==> src/rtl/mutex_client.sv <==
// Requester-side client for the two-port mutex arbiter: acquires the lock for a
// job of len beats, strobes one beat per granted unstalled cycle, then releases.
module mutex_client #(
  parameter int LEN_W    = 8,
  parameter int WAIT_MAX = 64,
  parameter int GAP      = 2
) (
  input  logic             clk,
  input  logic             arst,
  input  logic             start,
  input  logic [LEN_W-1:0] len,
  input  logic             stall,
  input  logic             val,
  output logic             req,
  output logic             beat,
  output logic             busy,
  output logic             done,
  output logic             abort,
  output logic [LEN_W-1:0] cnt,
  output logic [1:0]       dbg_state
);

  localparam int WAIT_W = (WAIT_MAX > 0) ? $clog2(WAIT_MAX + 1) : 1;
  localparam int GAP_W  = (GAP > 0) ? $clog2(GAP + 1) : 1;
  localparam logic [WAIT_W-1:0] WAIT_LIM = WAIT_W'(WAIT_MAX);
  localparam logic [GAP_W-1:0]  GAP_LIM  = GAP_W'(GAP);

  typedef enum logic [1:0] {S_IDLE, S_REQ, S_HOLD, S_REL} state_t;

  state_t             r_state;
  state_t             w_next;
  logic [WAIT_W-1:0]  r_wait;
  logic [GAP_W-1:0]   r_gap;
  logic [LEN_W-1:0]   r_cnt;
  logic               r_req;
  logic               r_done;
  logic               r_abort;
  logic               w_beat;
  logic               w_load;
  logic               w_done;
  logic               w_abort;

  // req/val handshake: req is held while this client wants the lock; a beat
  // moves only in a cycle where the arbiter's val is high and the user is not
  // stalling. Dropping req is the release.
  assign w_beat = (r_state == S_HOLD) && val && !stall;

  always_ff @(posedge clk or posedge arst) begin
    if (arst) r_state <= S_IDLE;
    else      r_state <= w_next;
  end

  always_comb begin
    w_next  = r_state;
    w_load  = 1'b0;
    w_done  = 1'b0;
    w_abort = 1'b0;
    case (r_state)
      S_IDLE: begin
        if (start) begin
          if (len != '0) begin
            w_load = 1'b1;
            w_next = S_REQ;
          end else begin
            w_done = 1'b1;
          end
        end
      end
      S_REQ: begin
        if (val) begin
          w_next = S_HOLD;
        end else if ((WAIT_MAX != 0) && (r_wait == WAIT_LIM)) begin
          w_abort = 1'b1;
          w_next  = S_REL;
        end
      end
      S_HOLD: begin
        if (!val) begin
          w_abort = 1'b1;
          w_next  = S_REL;
        end else if (w_beat && (r_cnt == LEN_W'(1))) begin
          w_done = 1'b1;
          w_next = S_REL;
        end
      end
      S_REL: begin
        // Exits only after the grant has been seen low for GAP whole cycles.
        if (!val && (r_gap == GAP_LIM)) w_next = S_IDLE;
      end
      default: w_next = S_IDLE;
    endcase
  end

  always_ff @(posedge clk or posedge arst) begin
    if (arst) begin
      r_req   <= 1'b0;
      r_done  <= 1'b0;
      r_abort <= 1'b0;
      r_cnt   <= '0;
      r_wait  <= '0;
      r_gap   <= '0;
    end else begin
      r_req   <= (w_next == S_REQ) || (w_next == S_HOLD);
      r_done  <= w_done;
      r_abort <= w_abort;

      if (w_load)                    r_cnt <= len;
      else if (w_beat && r_cnt != '0) r_cnt <= r_cnt - LEN_W'(1);

      if (r_state == S_REQ) begin
        if (!val && (r_wait != WAIT_LIM)) r_wait <= r_wait + WAIT_W'(1);
      end else begin
        r_wait <= '0;
      end

      if ((r_state == S_REL) && !val) begin
        if (r_gap != GAP_LIM) r_gap <= r_gap + GAP_W'(1);
      end else begin
        r_gap <= '0;
      end
    end
  end

  assign req       = r_req;
  assign beat      = w_beat;
  assign busy      = (r_state != S_IDLE);
  assign done      = r_done;
  assign abort     = r_abort;
  assign cnt       = r_cnt;
  assign dbg_state = r_state;

endmodule

==> config.mk <==
export PLATFORM = sky130hd
export DESIGN_NAME = mutex_client
export DESIGN_NICKNAME = d
export VERILOG_FILES = /design/src/rtl/mutex_client.sv
export SDC_FILE = /design/constraint.sdc
export NUM_CORES = 1
export LEC_CHECK = 0
export ABC_CLOCK_PERIOD_IN_PS = 4000
export CORE_MARGIN = 8
export CORE_UTILIZATION = 40
export DETAILED_ROUTE_END_ITERATION = 8
export GPL_TIMING_DRIVEN = 0
export MAX_ROUTING_LAYER = met4
export SKIP_CTS_REPAIR_TIMING = 1
export SYNTH_ARGS = -nofsm -noshare
export SYNTH_HDL_FRONTEND = slang
export SYNTH_SLANG_ARGS = --single-unit
==> constraint.sdc <==
create_clock -name clk -period 4 [get_ports clk]
set_clock_uncertainty 0.15 [all_clocks]
set_input_delay 0.8 -clock clk [delete_from_list [all_inputs] [get_ports clk]]
set_output_delay 0.8 -clock clk [all_outputs]
set_load 0.02 [all_outputs]
Yosys cells after proc, flatten, opt, wreduce, memory -nomap -nowiden
Cells that the tools add are included.
- bits in latches: 0
- memory bits (writable): 0
- memories: 0
- input bits: 13
- bits in registers: 22
- output and inout port bits: 15
- bits in read-only memories: 0
- logic and storage cells: 63
- bitwise logic cells: 0
- div/mod/pow operators: 0
- $add $sub $neg: 3
- equality and inequality tests: 12
- $mul: 0
- reductions and logical operators: 15
- $lt $le $gt $ge: 0
- multiplexer cells: 26
- shift operators: 0
- operators with widths (operator ; count):
    $mux W2 ; 9
    $mux W8 ; 2
    $reduce_bool A8 Y1 ; 2
    $mux W7 ; 2
    $mux W1 ; 10
    $eq A2 B2 Y1 const B ; 4
    $eq A8 B1 Y1 const B ; 1
    $pmux W2 S4 ; 1
    $sub A8 B1 Y8 const B ; 1
    $add A7 B1 Y7 const B ; 1
    $eq A7 B7 Y1 const B ; 1
    $logic_and A1 B1 Y1 ; 7
    $ne A7 B7 Y1 const B ; 1
    $eq A2 B1 Y1 const B ; 2
    $ne A2 B1 Y1 const B ; 2
    $pmux W1 S2 ; 2
    $reduce_bool A2 Y1 ; 2
    $add A2 B1 Y2 const B ; 1
    $logic_not A1 Y1 ; 2
    $logic_not A2 Y1 ; 1
    $ne A2 B2 Y1 const B ; 1
    $logic_or A1 B1 Y1 ; 1

Logic depth before layout (Yosys ltp)
- depth after elaboration: 9
- depth in mapped cells: 8
- depth with buffers taken out: 7

Least setup slack after synthesis
No wires, ideal clock.
- path type: in2reg
- start point: in len[4]
- end point: reg r_req, in the netlist req
- data required time: 3.771 ns
- slack: 1.808 ns
- buffers on the path: 0
- library setup time: 0.079 ns
- stages on the path: 5
- arrival: 1.963 ns
- cell sequence: or4_4 -> o21ai_2 -> nand2_2 -> a221oi_4 -> xor2_1
- word-level cells in the longest chain between the ends: 6
- elaborated cells on any way between the ends: 7
- classes of those cells: 2 x eq/ne; 3 x mux; 2 x reduce/logical
- RTL lines (element ; RTL line ; text):
    start: declaration ; 11 ; input logic [LEN_W-1:0] len,
    $reduce_bool A8 Y1 * ; 61 ; if (len != '0) begin
    $mux W2 * ; 61 ;
    $mux W2 * ; 60 ; if (start) begin
    $pmux W2 S4 * ; 58 ; case (r_state)
    via w_next[1] ; 31 ; state_t w_next;
    $eq A2 B1 Y1 / $eq A2 B2 Y1 (equally long branches) ; 103 ; r_req <= (w_next == S_REQ) || (w_next == S_HOLD);
    $logic_or A1 B1 Y1 * ; 103 ;
    end signal: assignment ; 103 ;
    end: declaration ; 35 ; logic r_req;
The timed path passes the listed nets; every way through them passes the cells marked *.
A chain may end at the register's enable or synchronous reset.

Worst setup path in the final report
- start point: in val
- end point: out beat
- word-level cells in the longest chain between the ends: 2
- RTL lines (element ; RTL line ; text):
    start: declaration ; 13 ; input logic val,
    $logic_and A1 B1 Y1 (2 in series) ; 46 ; assign w_beat = (r_state == S_HOLD) && val && !stall;
    end: declaration ; 15 ; output logic beat,
No other way between the ends.

==> results_dict.tcl <==
set metrics [dict create \
    antenna_found_initial 0 \
    avgViaCountPerCell 4.889 \
    wl_per_cell_um 13.67 \
    dr.first_iter.drc_count 49 \
    seqPwrFrac_pct 34.3 \
    arrival_ns 2.29 \
    clkPwrFrac_pct 11.0 \
    vdd_drop_max_uv 281.3 \
    netlist_instances 139 \
    critical_path_class "primary input to output port" \
    grt_usage_pct 12.35 \
    synth_seq_cells 22 \
    syn_avg_cell_area_um2 9.857 \
    initial_utilization_pct 41.38 \
    setup-tns-final_ns 0 \
    fin_crit_ns 3.238 \
    hold_ws_ns 0.3845 \
    finalSetupViolations 0 \
    p_sw_share_pct 43.86 \
    required_ns 3.05 \
    start_kind "primary input" \
    intPower_w 0.0006272 \
    areaGrowthSynthToFinish_pct 26.58 \
    multi_input_area_um2 770.7 \
    cts_made_buffers 3 \
    h-tree-depth 1 \
    cp_max_fo 7 \
    hold_violations 0 \
    die_h_um 74.53 \
    dp_hpwl_um 2306 \
    row_count 21 \
    antenna_cells 0 \
    slew_violations 0 \
    path_clk_slew_ns 0.13 \
    cts.sinks 22 \
    synth-edff-count 0 \
    vias 1056 \
    switchingPower_w 0.0004900 \
    hp-class "flip-flop to flip-flop" \
    first_global_vias 1146 \
    place.gp.congestion 0.8255 \
    seq_area_frac_synth_pct 40.18 \
    io_buffers 27 \
    worst_pin_slew_ns 0.8709 \
    ys.flop_type "dfrtp_1" \
    finalNetCount 196 \
    power_density_mw_per_mm2 644.2 \
    yosys_warnings 0 \
    synthArstFlopShare_pct 100.0 \
    finalCritPeriodShare_pct 80.94 \
    num-fill-cells 337 \
    synth_nets 164 \
    ys_types 36 \
    max-cap-violations 0 \
    drt_wl_total_um 2953 \
    combPwrFrac_pct 54.7 \
    maxSlewHeadroom_pct 41.87 \
    ioPinCount 28 \
    core_mm2 0.003311 \
    rsz0062_at_grt "false" \
    grt_overflow 0 \
    synth_area_mm2 0.001370 \
    register_area_um2 550.5 \
    drc 0 \
    clockRootBuffer "clkbuf_4" \
    p_leak_nw 0.7639 \
    cts_buffer_depth 2 \
    critPathCaptureType "output port" \
    status "completed" \
    grt_pass1_wl_um 5133 \
    detail-route-antenna-nets 0 \
    insertion_delay_ns 0.31 \
    drive_gt1_share_pct 8.824 \
    max_freq_mhz 308.9 \
    cts_tree "done" \
    grt_max_degree 23 \
    fp.dieW_um 74.53 \
    dieArea_mm2 0.005554 \
    dr.pass1.iters 4 \
]
-- path summary, 6_finish.rpt --
kind / slack (ns) / start / cells after the start / endpoint
max: 0.76 / val / 4 / beat
min: 0.38 / r_gap[1]$_DFFE_PP0P_ / 2 / r_gap[1]$_DFFE_PP0P_
max reg2reg: 1.74 / dbg_state[0]$_DFF_PP0_ / 7 / cnt[5]$_DFFE_PP0P_
min reg2reg: 0.38 / r_gap[1]$_DFFE_PP0P_ / 2 / r_gap[1]$_DFFE_PP0P_
max in group asynchronous: 2.35 / arst / 2 / cnt[2]$_DFFE_PP0P_
min in group asynchronous: 0.81 / arst / 2 / abort$_DFF_PP0_
-- cells by family (layout without fill, tap and decap cells) --
| kind of cell | after synthesis | count (layout) | synth area share [%] |
|---|---|---|---|
| fa+ha+maj | 12 | 12 | 10.96 |
| buf+inv | 13 | 44 | 3.562 |
| compound gates | 22 | 22 | 11.78 |
| simple gates | 53 | 53 | 22.28 |
| xor+xnor | 15 | 15 | 9.589 |
| mux | 2 | 2 | 1.644 |
| flops | 22 | 22 | 40.18 |
-- stage by stage --
stage	instance area, µm²	instances	power, W	setup WS (ns)	util [%]
2_1_floorplan	1370	139	0.0007670	1.808	-
3_3_place_gp	1698	212	0.0009891	0.7556	51.29
5_1_grt	1734	216	0.001213	0.7119	52.38
4_1_cts	1734	216	0.001134	0.7617	52.38
3_5_place_dp	1698	212	0.001003	0.7780	51.29
6_report	1734	216	0.001117	0.7624	52.38
-- critical path, stage by stage --
cell and delay [ns]:
clkdlybuf4s50_1 0.59, nand3b_1 0.17, inv_1 0.11, clkdlybuf4s50_1 0.61
-- cell usage in the layout (no fill, tap or decap), types with 3 or more instances in the layout --
master / count
clkdlybuf4s50_1: 27
dfrtp_1: 22
ha_1: 12
nand2_1: 11
inv_1: 11
nor2_1: 10
xor2_1: 8
o21ai_0: 7
nand3_1: 7
xnor2_1: 7
and2_1: 6
a21oi_1: 4
nor3_1: 3
nor2b_1: 3
clkbuf_4: 3
-- layout make-up --
cell class | count | area share (%)
Buffer | 2 | 0.4329
Sequential cell | 22 | 31.75
Timing Repair Buffer | 27 | 15.58
Clock buffer | 4 | 2.092
Tap cell | 46 | 3.319
Inverter | 11 | 2.381
Multi-Input combinational cell | 104 | 44.44
-- synthesized netlist by cell type (3+ instances only) --
master / instances / share of area, %
a21oi_1: 4 / 1.5
and2_1: 6 / 2.7
dfrtp_1: 22 / 40
ha_1: 12 / 11
inv_1: 11 / 3.0
nand2_1: 11 / 3.0
nand3_1: 7 / 2.6
nor2_1: 10 / 2.7
nor2b_1: 3 / 1.4
nor3_1: 3 / 1.1
o21ai_0: 7 / 2.6
xnor2_1: 7 / 4.5
xor2_1: 8 / 5.1
-- routing by layer --
layer | wire length, µm | up-vias | track usage, %
li1 | - | 532 | -
met1 | 1346 | 501 | 14.00
met2 | 1466 | 21 | 20.62
met3 | 125 | 2 | 2.561
met4 | 15 | 0 | 5.000
met5 | 0 | - | -
-- power by group through the flow --
stage,registers [W],clock network (W),logic (W)
finish,0.000383,0.000123,0.000611
global route,0.000395,0.000141,0.000677
CTS,0.000382,0.000131,0.000620
detailed placement,0.000386,0,0.000617
global placement,0.000384,0,0.000605
floorplan,0.000439,0,0.000328
-- flip-flops by register name, summed over array words and instances (netlist names) --
| register | flops |
|---|---|
| done | 1 |
| r_gap | 2 |
| req | 1 |
| cnt | 8 |
| abort | 1 |
| dbg_state | 2 |
| r_wait | 7 |
Note: power is estimated with default switching activity, not from simulation.
